### src/rtl/address_sequencer_pkg.sv
`default_nettype none
// ============================================================================
// Module   : address_sequencer_pkg
// Brief    : Shared widths, address-mode codes, direction codes and FSM states
//            for the march address sequencer.
// Revision : 1.0
// ============================================================================
package address_sequencer_pkg;

    localparam int ADDR_WIDTH = 8;
    localparam int ADMD_WIDTH = 4;

    localparam logic [ADMD_WIDTH-1:0] ADMD_2I0 = 4'd0;
    localparam logic [ADMD_WIDTH-1:0] ADMD_2I1 = 4'd1;
    localparam logic [ADMD_WIDTH-1:0] ADMD_2I2 = 4'd2;
    localparam logic [ADMD_WIDTH-1:0] ADMD_2I3 = 4'd3;
    localparam logic [ADMD_WIDTH-1:0] ADMD_2I4 = 4'd4;
    localparam logic [ADMD_WIDTH-1:0] ADMD_2I5 = 4'd5;
    localparam logic [ADMD_WIDTH-1:0] ADMD_2I6 = 4'd6;
    localparam logic [ADMD_WIDTH-1:0] ADMD_2I7 = 4'd7;
    localparam logic [ADMD_WIDTH-1:0] ADMD_AC  = 4'd8;
    localparam logic [ADMD_WIDTH-1:0] ADMD_GC  = 4'd9;

    localparam logic ADDR_UP   = 1'b0;
    localparam logic ADDR_DOWN = 1'b1;

    typedef enum logic [1:0] {
        ASEQ_IDLE = 2'd0,
        ASEQ_RUN  = 2'd1,
        ASEQ_DONE = 2'd2
    } aseq_state_t;

    function automatic logic admd_is_2i(input logic [ADMD_WIDTH-1:0] code);
        return (code <= ADMD_2I7);
    endfunction

    // Codes outside the defined set behave exactly like 2^0 addressing.
    function automatic logic [ADMD_WIDTH-1:0] admd_normalize(input logic [ADMD_WIDTH-1:0] code);
        return (code <= ADMD_GC) ? code : ADMD_2I0;
    endfunction

endpackage
`default_nettype wire

### src/rtl/address_sequencer_if.sv
`default_nettype none
// ============================================================================
// Module   : address_sequencer_if
// Brief    : Controller-to-sequencer handshake and sequencer-to-generator bus.
// Revision : 1.0
// ============================================================================
interface address_sequencer_if
    import address_sequencer_pkg::*;
#(
    parameter int TASW  = ADDR_WIDTH,
    parameter int ADMDW = ADMD_WIDTH
);
    logic             start_in;
    logic             step_in;
    logic [ADMDW-1:0] admd_in;
    logic             updwn_in;
    logic [TASW-1:0]  tas_out;
    logic [ADMDW-1:0] admd_out;
    logic             updwn_out;
    logic             valid_out;
    logic             last_out;
    logic             done_out;
    logic             busy_out;

    modport master (
        output start_in, step_in, admd_in, updwn_in,
        input  tas_out, admd_out, updwn_out, valid_out, last_out, done_out, busy_out
    );

    modport slave (
        input  start_in, step_in, admd_in, updwn_in,
        output tas_out, admd_out, updwn_out, valid_out, last_out, done_out, busy_out
    );
endinterface
`default_nettype wire

### src/rtl/tas_updown_counter.sv
`default_nettype none
// ============================================================================
// Module   : tas_updown_counter
// Brief    : Loadable up/down TAS counter with final-address detection.
// Revision : 1.0
// ============================================================================
module tas_updown_counter #(
    parameter int WIDTH = 8
) (
    input  wire logic             clk,
    input  wire logic             rst,
    input  wire logic             load,
    input  wire logic             en,
    input  wire logic             dir,
    input  wire logic [WIDTH-1:0] load_val,
    output logic      [WIDTH-1:0] cnt,
    output logic                  at_final
);
    logic [WIDTH-1:0] r_cnt;

    always_ff @(posedge clk) begin
        if (rst) begin
            r_cnt <= '0;
        end else if (load) begin
            r_cnt <= load_val;
        end else if (en) begin
            r_cnt <= dir ? (r_cnt - 1'b1) : (r_cnt + 1'b1);
        end
    end

    assign cnt      = r_cnt;
    assign at_final = dir ? (r_cnt == '0) : (r_cnt == {WIDTH{1'b1}});
endmodule
`default_nettype wire

### src/rtl/address_sequencer.sv
`default_nettype none
// ============================================================================
// Module   : address_sequencer
// Brief    : March-element TAS sequencer: start/step FSM driving the counter.
// Revision : 1.0
// ============================================================================
module address_sequencer
    import address_sequencer_pkg::*;
#(
    parameter int TASW  = ADDR_WIDTH,
    parameter int ADMDW = ADMD_WIDTH
) (
    input  wire logic          clk_in,
    input  wire logic          rst_in,
    address_sequencer_if.slave bus
);
    aseq_state_t      r_state;
    aseq_state_t      w_state_next;
    logic [ADMDW-1:0] r_admd;
    logic             r_updwn;
    logic             r_cnt_down;

    logic [ADMDW-1:0] w_admd_norm;
    logic             w_start_down;
    logic             w_cnt_en;
    logic             w_at_final;
    logic [TASW-1:0]  w_tas;

    // AC/GC always count up: the generator realises their direction via the MSB.
    assign w_admd_norm  = admd_normalize(bus.admd_in);
    assign w_start_down = admd_is_2i(w_admd_norm) && (bus.updwn_in == ADDR_DOWN);
    assign w_cnt_en     = (r_state == ASEQ_RUN) && bus.step_in && !bus.start_in && !w_at_final;

    always_ff @(posedge clk_in) begin
        if (rst_in) begin
            r_state    <= ASEQ_IDLE;
            r_admd     <= ADMD_2I0;
            r_updwn    <= ADDR_UP;
            r_cnt_down <= 1'b0;
        end else begin
            r_state <= w_state_next;
            if (bus.start_in) begin
                r_admd     <= w_admd_norm;
                r_updwn    <= bus.updwn_in;
                r_cnt_down <= w_start_down;
            end
        end
    end

    always_comb begin
        w_state_next = r_state;
        if (bus.start_in) begin
            w_state_next = ASEQ_RUN;
        end else begin
            case (r_state)
                ASEQ_RUN:  if (bus.step_in && w_at_final) w_state_next = ASEQ_DONE;
                ASEQ_DONE: w_state_next = ASEQ_IDLE;
                default:   w_state_next = ASEQ_IDLE;
            endcase
        end
    end

    tas_updown_counter #(
        .WIDTH (TASW)
    ) u_counter (
        .clk      (clk_in),
        .rst      (rst_in),
        .load     (bus.start_in),
        .en       (w_cnt_en),
        .dir      (r_cnt_down),
        .load_val (w_start_down ? {TASW{1'b1}} : {TASW{1'b0}}),
        .cnt      (w_tas),
        .at_final (w_at_final)
    );

    assign bus.tas_out   = w_tas;
    assign bus.admd_out  = r_admd;
    assign bus.updwn_out = r_updwn;
    assign bus.valid_out = (r_state == ASEQ_RUN);
    assign bus.busy_out  = (r_state == ASEQ_RUN);
    assign bus.done_out  = (r_state == ASEQ_DONE);
    assign bus.last_out  = (r_state == ASEQ_RUN) && w_at_final;
endmodule
`default_nettype wire
### src/flat_wrapper.sv
// flat-port wrapper written by rule: the top's interface ports become plain ports
module address_sequencer_flat import address_sequencer_pkg::*;
#(
    parameter int TASW  = ADDR_WIDTH,
    parameter int ADMDW = ADMD_WIDTH
)
  (clk_in, rst_in, bus_start_in, bus_step_in, bus_admd_in, bus_updwn_in, bus_tas_out, bus_admd_out, bus_updwn_out, bus_valid_out, bus_last_out, bus_done_out, bus_busy_out);
  address_sequencer_if #(.TASW(TASW), .ADMDW(ADMDW)) bus_i ();
  input  wire logic clk_in;
  input  wire logic rst_in;
  input wire logic [$bits(bus_i.start_in)-1:0] bus_start_in;
  input wire logic [$bits(bus_i.step_in)-1:0] bus_step_in;
  input wire logic [$bits(bus_i.admd_in)-1:0] bus_admd_in;
  input wire logic [$bits(bus_i.updwn_in)-1:0] bus_updwn_in;
  output wire logic [$bits(bus_i.tas_out)-1:0] bus_tas_out;
  output wire logic [$bits(bus_i.admd_out)-1:0] bus_admd_out;
  output wire logic [$bits(bus_i.updwn_out)-1:0] bus_updwn_out;
  output wire logic [$bits(bus_i.valid_out)-1:0] bus_valid_out;
  output wire logic [$bits(bus_i.last_out)-1:0] bus_last_out;
  output wire logic [$bits(bus_i.done_out)-1:0] bus_done_out;
  output wire logic [$bits(bus_i.busy_out)-1:0] bus_busy_out;
  assign bus_i.start_in = bus_start_in;
  assign bus_i.step_in = bus_step_in;
  assign bus_i.admd_in = bus_admd_in;
  assign bus_i.updwn_in = bus_updwn_in;
  assign bus_tas_out = bus_i.tas_out;
  assign bus_admd_out = bus_i.admd_out;
  assign bus_updwn_out = bus_i.updwn_out;
  assign bus_valid_out = bus_i.valid_out;
  assign bus_last_out = bus_i.last_out;
  assign bus_done_out = bus_i.done_out;
  assign bus_busy_out = bus_i.busy_out;
  address_sequencer #(.TASW(TASW), .ADMDW(ADMDW)) u_core (.clk_in(clk_in), .rst_in(rst_in), .bus(bus_i));
endmodule
### config.mk
export PLATFORM = sky130hd
export DESIGN_NAME = address_sequencer_flat
export DESIGN_NICKNAME = d
export VERILOG_FILES = /design/src/rtl/address_sequencer_pkg.sv /design/src/rtl/address_sequencer_if.sv /design/src/rtl/tas_updown_counter.sv /design/src/rtl/address_sequencer.sv /design/src/flat_wrapper.sv
export SDC_FILE = /design/constraint.sdc
export NUM_CORES = 1
export LEC_CHECK = 0
export BUFFER_PORTS_ARGS = -buffer_cell sky130_fd_sc_hd__buf_2
export CAP_MARGIN = 20
export CORE_ASPECT_RATIO = 1.5
export CORE_MARGIN = 3
export CORE_UTILIZATION = 57
export CTS_CLUSTER_SIZE = 40
export DETAILED_ROUTE_END_ITERATION = 8
export HOLD_SLACK_MARGIN = 0.12
export PLACE_DENSITY = 0.84
export SYNTH_ARGS = -nofsm -noshare
export SYNTH_HDL_FRONTEND = slang
export SYNTH_HIERARCHICAL = 1
export SYNTH_SLANG_ARGS = --single-unit
export TNS_END_PERCENT = 100
### constraint.sdc
create_clock -name clk_in -period 4.4 [get_ports clk_in]
set_input_delay 0 -clock clk_in [delete_from_list [all_inputs] [get_ports clk_in]]
set_output_delay 0 -clock clk_in [all_outputs]
set_load 0.05 [all_outputs]
==> impl_metrics.csv, run 1 <==
group,metric,value,unit
finish,post_layout_nonfiller_instances,187,
setup_path,reg2reg_from,"u_core/r_cnt_down",
timing,tns,0,ns
worst_hold_path,hold_depth,3,
grt,grt_start_max_net_pins,33,
setup_path,worst_setup_path_end_kind,"register",
place,placedCellCount,172,
drt,remaining_drc_errors,0,
finish,drive_above_1_share,0.2349,
drt,drtPass1Iterations,4,
pwr,p_leak,0.6395,nW
pwr,power_density,264.0,nW/µm²
setup_path,r2r_slack,1.94,ns
setup_path,worst_path_max_delay_cell,"dfxtp_1",
job,cap_violations,0,
cts,cts_tree,"done",
grt,global_route.usage.total,0.2425,
setup_path,crit_chain,"or4_1, o41ai_1, nor4bb_1, buf_4, or3b_1, nand2b_4, a211o_1, nand3_1",
synth,yosys_warnings,6,
timing,timing.final.ws_setup,1.940,ns
synth,synth_edf_count,0,
setup_path,startpoint_type,"register",
timing,timing.slew.headroom,0.5898,
setup_path,reg2reg_to,"u_core/u_counter/cnt[7]",
worst_hold_path,min_path_type,"in2reg",
timing,period_share,0.5591,
timing,slew_viol_final,0,
setup_path,reg2regPathDepth,8,
place,hpwl,1954,µm
cts,cts.clk_slew.worst_paths,0.10,ns
finish,antenna_cells,0,
synth,synth_compound_area_frac,0.1787,
floorplanning,num_rows,19,
synth,yosys.area_share.simple,0.3125,
cts,numCtsBuffers,3,
timing,period_minus_slack,2.460,ns
cts,ctsResizeCount,0,
timing,rsz0062_at_grt,"no",
synth,synth_nets,150,
drt,drt-wirelength-per-cell,15.72,µm
cts,cts_hold_buffers,11,
drt,post_drt_via_cell_ratio,5.973,
cts,clk_latency,0.28,ns
synth,synth_top_family_by_area,"simple AND/OR/NAND/NOR gates",
setup_path,path_class,"reg2reg",
pwr,ir_drop,0.0001736,V
synth,syn_avg_cell_area,8.516,µm²
pwr,p_total,0.3667,mW
floorplanning,io_pins,26,
worst_hold_path,min_from,"bus_start_in",
drt,dr.first_iter.drc_count,37,
setup_path,slowest_delay,0.58,ns
place,port-buffer-count,25,
synth,syn-cell-area,1141,µm²
synth,ys_async_sr_fraction,0,
setup_path,cp_max_fo,13,
floorplanning,fp.coreArea,1854,µm²
synth,yosysSeqAreaShare,0.2807,
cts,clock_sinks,16,
synth,synth_fa_ha_area_frac,0.08333,
synth,synth-seq-cells,16,
setup_path,cp_top_family,"simple AND/OR/NAND/NOR gates",
timing,setup_violations,0,
finish,fin_nets,183,
place,dp_slack,2.044,ns
timing,final_hold_viol_count,0,
setup_path,required,4.63,ns
floorplanning,start_util,0.6154,
floorplanning,die_w,42.53,µm
cts,htreeDepth,1,
run_status,status,"finished, final reports clean",
cts,cts-root-buf,"clkbuf_4",
synth,synth_cell_types,49,
drt,num_vias,1117,
synth,syn_inst,134,
grt,grt-ovfl-total,0,
grt,grt_antenna_before_repair,0,
setup_path,critPathBufInv,1,
synth,synthFlopType,"dfxtp_1",
grt,grt_pass1_vias,1064,
timing,tightest_slew,0.6074,ns
timing,fmax,406.5,MHz
finish,area_growth,21.71,%
worst_hold_path,whs_endpoint,"u_core/r_cnt_down",
timing,fin_skew,0.002567,ns
synth,synth_xor_xnor_area_share,0.02303,
floorplanning,fp.dieH,60.80,µm
setup_path,worstPathArrival,2.69,ns
cts,post_cts_buffers,0,
place,place_congestion,0.8235,
drt,routed_wl,2939,µm
drt,ant_nets,0,
cts,cts_max_path_buffers,2,
synth,synth.mux.area_fraction,0.05811,
grt,grt_pass1_wl,4802,µm
floorplanning,dieArea,2586,µm²
-- routing by layer --
metal | track usage | up-vias | share of wire
li1 | - | 548 | -
met1 | 0.2762 | 525 | 0.43
met2 | 0.4510 | 38 | 0.52
met3 | 0.02967 | 6 | 0.042
met4 | 0.1067 | 0 | 0.015
met5 | 0 | - | 0
-- cell usage after synthesis (all sizes together), types with 3 or more instances --
| cell | count | area share |
|---|---|---|
| a21oi | 17 | 0.075 |
| dfxtp | 16 | 0.28 |
| nor2 | 9 | 0.032 |
| nor3b | 8 | 0.053 |
| nand3 | 7 | 0.031 |
| buf | 6 | 0.039 |
| ha | 6 | 0.066 |
| nand2 | 6 | 0.020 |
| nand2b | 6 | 0.039 |
| inv | 4 | 0.013 |
| mux2i | 4 | 0.035 |
| clkbuf | 3 | 0.011 |
| nor2b | 3 | 0.016 |
| or3b | 3 | 0.023 |
-- per-stage QoR --
step | instance area [µm²] | hold slack [ns] | utilization
detailed placement | 1242 | 0.2921 | 0.6700
global placement | 1242 | 0.2751 | 0.6700
finish | 1389 | 0.2395 | 0.7490
CTS | 1389 | 0.2174 | 0.7490
floorplan | 1141 | 0.1472 | -
global route | 1389 | 0.2653 | 0.7490
-- power by group --
group	total, mW	internal (mW)	leakage, nW	switching, mW
Clock	0.0982	0.0503	0.0210	0.0478
Sequential	0.162	0.152	0.131	0.00962
Combinational	0.106	0.0387	0.487	0.0677
-- area by class of cell --
class / count / area, µm²
Clock buffer: 4 / 36.28
Inverter: 4 / 15.01
Tap cell: 21 / 26.28
Fill cell: 118 / 465.4
Multi-Input combinational cell: 105 / 748.2
Sequential cell: 16 / 320.3
Timing Repair Buffer: 37 / 242.7
-- how the worst max path moves through the flow --
stage / from / end / slack [ns] / depth (start not counted)
2_1_floorplan: u_core/r_state[0] / u_core/u_counter/cnt[7] / 1.83 / 7
3_3_place_gp: u_core/r_cnt_down / u_core/u_counter/cnt[7] / 2.16 / 8
3_5_place_dp: u_core/r_cnt_down / u_core/u_counter/cnt[7] / 2.04 / 8
4_1_cts: u_core/r_cnt_down / u_core/u_counter/cnt[7] / 2.00 / 8
5_1_grt: u_core/r_cnt_down / u_core/u_counter/cnt[5] / 1.73 / 8
6_report: u_core/r_cnt_down / u_core/u_counter/cnt[7] / 1.94 / 8
-- sequential cells by signal, indices dropped and copies added, names as in the netlist --
| register | cells |
|---|---|
| u_core/u_counter/cnt | 8 |
| u_core/bus.admd_out | 4 |
| u_core/r_state | 2 |
| u_core/bus.updwn_out | 1 |
| u_core/r_cnt_down | 1 |
-- tightest hold or removal path, cell delays in order --
cell	delay, ns
buf_2	0.26
nand3_1	0.16
a21oi_1	0.06
-- kinds of logic after synthesis --
group                    after synthesis
AND/OR/NAND/NOR                       57
flip-flops                            16
adder cells (fa/ha/maj)                7
multiplexers                           6
buffers and inverters                 13
AO/OA/AOI/OAI                         32
XOR/XNOR                               3
-- cell usage in the layout, fill, tap and decap left out, types with 2 or more instances in the layout --
master / count
a211o_1: 2
a21oi_1: 17
buf_2: 25
clkbuf_4: 3
dfxtp_1: 16
dlygate4sd3_1: 11
ha_1: 6
inv_1: 4
mux2i_1: 4
nand2_1: 6
nand2b_1: 5
nand3_1: 7
nand3b_1: 2
nor2_1: 8
nor2b_1: 3
nor3b_1: 8
nor4_1: 2
o21a_1: 2
o21ai_0: 2
or2_2: 2
or3b_1: 2
xnor2_1: 2
Note: power is estimated with default switching activity, not from simulation.
==> run 2, diff against run 1 <==
- CORE_UTILIZATION: 57 -> 53
- PLACE_DENSITY: 0.84 -> 0.79
- clock period: 4.4 -> 2.45 ns (I/O delays scaled with it)
==> impl_metrics.csv, run 2 (same netlist as run 1, synthesis figures left out) <==
group,metric,value,unit
cts,cts_max_path_buffers,2,
finish,ff_latch_area,320.3,µm²
finish,final_common_cell,"buf_2",
cts,clk_latency,0.30,ns
grt,grt_start_max_net_pins,32,
grt,grt_pass1_vias,1102,
timing,final_hold_viol_count,0,
pwr,p_leak,0.6589,nW
timing,timing.slew.headroom,0.7138,
pwr,power_density,470.5,nW/µm²
finish,post_layout_nonfiller_instances,189,
job,cap_violations,0,
worst_hold_path,min_path_type,"in2reg",
setup_path,crit_chain,"nor4_2, nand3_1, o41ai_2, nor4bb_1, buf_4, or3b_2, a21oi_1, nor3_1, nand2_1",
grt,grt_antenna_before_repair,0,
finish,fin_nets,185,
finish,drive_above_1_share,0.2619,
finish,n_fill_cell,137,
grt,grt-ovfl-total,0,
finish,area_growth,24.45,%
cts,clock_sinks,16,
setup_path,startpoint_type,"register",
timing,fmax,422.1,MHz
drt,dr.first_iter.drc_count,46,
timing,period_share,0.9670,
finish,mostFrequentLayoutCells,"25 x buf_2, 17 x a21oi_1, 16 x dfxtp_1, 11 x dlygate4sd3_1",
pwr,ir_drop,0.0003963,V
finish,largest_register_ffs,8,
finish,final_util,0.7375,
finish,antenna_cells,0,
timing,fin_skew,0.008323,ns
drt,remaining_drc_errors,0,
setup_path,critPathBufInv,1,
timing,tightest_slew,0.4246,ns
floorplanning,io_pins,26,
floorplanning,fp.dieH,62.83,µm
run_status,status,"finished, final reports clean",
setup_path,path_class,"reg2reg",
place,placedCellCount,174,
drt,ant_nets,0,
drt,routed_wl,3074,µm
setup_path,worst_setup_path_end_kind,"register",
place,place_congestion,0.8016,
grt,global_route.usage.total,0.2404,
drt,drt-wirelength-per-cell,16.26,µm
place,port-buffer-count,25,
cts,numCtsBuffers,3,
cts,post_cts_buffers,0,
floorplanning,dieArea,2757,µm²
floorplanning,start_util,0.5926,
cts,cts_tree,"done",
setup_path,required,2.70,ns
cts,cts-root-buf,"clkbuf_4",
timing,period_minus_slack,2.369,ns
cts,htreeDepth,1,
drt,num_vias,1142,
finish,multi_input_area,764.5,µm²
setup_path,worstPathArrival,2.62,ns
setup_path,worst_path_max_delay_cell,"or3b_2",
cts,cts.clk_slew.worst_paths,0.10,ns
setup_path,cp_max_fo,12,
setup_path,cp_top_family,"simple AND/OR/NAND/NOR gates",
floorplanning,fp.coreArea,1926,µm²
floorplanning,die_w,43.89,µm
timing,setup_violations,0,
drt,drtPass1Iterations,4,
setup_path,slowest_delay,0.44,ns
grt,grt_pass1_wl,5085,µm
timing,slew_viol_final,0,
place,hpwl,1936,µm
floorplanning,num_rows,19,
drt,post_drt_via_cell_ratio,6.042,
## run 2: per-layer routing
metal | share of wire | track usage | wire (µm)
met2 | 0.51 | 0.3814 | 1583
met3 | 0.048 | 0.04323 | 147
met4 | 0.030 | 0.1434 | 92
met1 | 0.41 | 0.2892 | 1250
met5 | 0 | 0 | 0
## run 2: layout make-up
cell class	count	share of cell area
Sequential cell	16	0.2256
Clock buffer	4	0.02555
Inverter	4	0.01057
Multi-Input combinational cell	105	0.5383
Timing Repair Buffer	39	0.1815
Tap cell	21	0.01850
## run 2: worst paths after layout
kind | start | end | slack, ns | cells past startpoint
min | bus_start_in | u_core/u_counter/cnt[1] | 0.27 | 4
max reg2reg | u_core/u_counter/cnt[7] | u_core/u_counter/cnt[5] | 0.08 | 9
min reg2reg | u_core/bus.admd_out[2] | u_core/bus.admd_out[2] | 0.49 | 2
max | u_core/u_counter/cnt[7] | u_core/u_counter/cnt[5] | 0.08 | 9
## run 2: power by group
group	leakage (nW)	total [mW]	switching [mW]	internal, mW
logic	0.507	0.198	0.125	0.0736
clock network	0.0210	0.179	0.0883	0.0907
registers	0.131	0.291	0.0172	0.274
total	0.659	0.668	0.230	0.438
## run 2: per-stage QoR
step	setup WS [ns]	total power [mW]	hold slack, ns	TNS, ns	instance area [µm²]
after global routing	-0.03288	0.6998	0.2923	-0.03288	1420
after global placement	0.2540	0.4696	0.2729	0	1260
final	0.08091	0.6681	0.2731	0	1420
after CTS	0.07727	0.6587	0.2251	0	1406
after detailed placement	0.1336	0.4727	0.2786	0	1260
after floorplan	0.01384	0.4332	0.1472	0	1144
## run 2: tightest hold or removal path, cell delays in order
cell,delay [ns]
buf_2,0.11
buf_4,0.22
a21oi_1,0.15
nor2_1,0.04
## run 2: timing repair
action	4_1_cts	5_1_grt
gates resized for setup	0	2
hold buffers	11	0
setup endpoints to repair	0	2
hold endpoints to repair	13	0
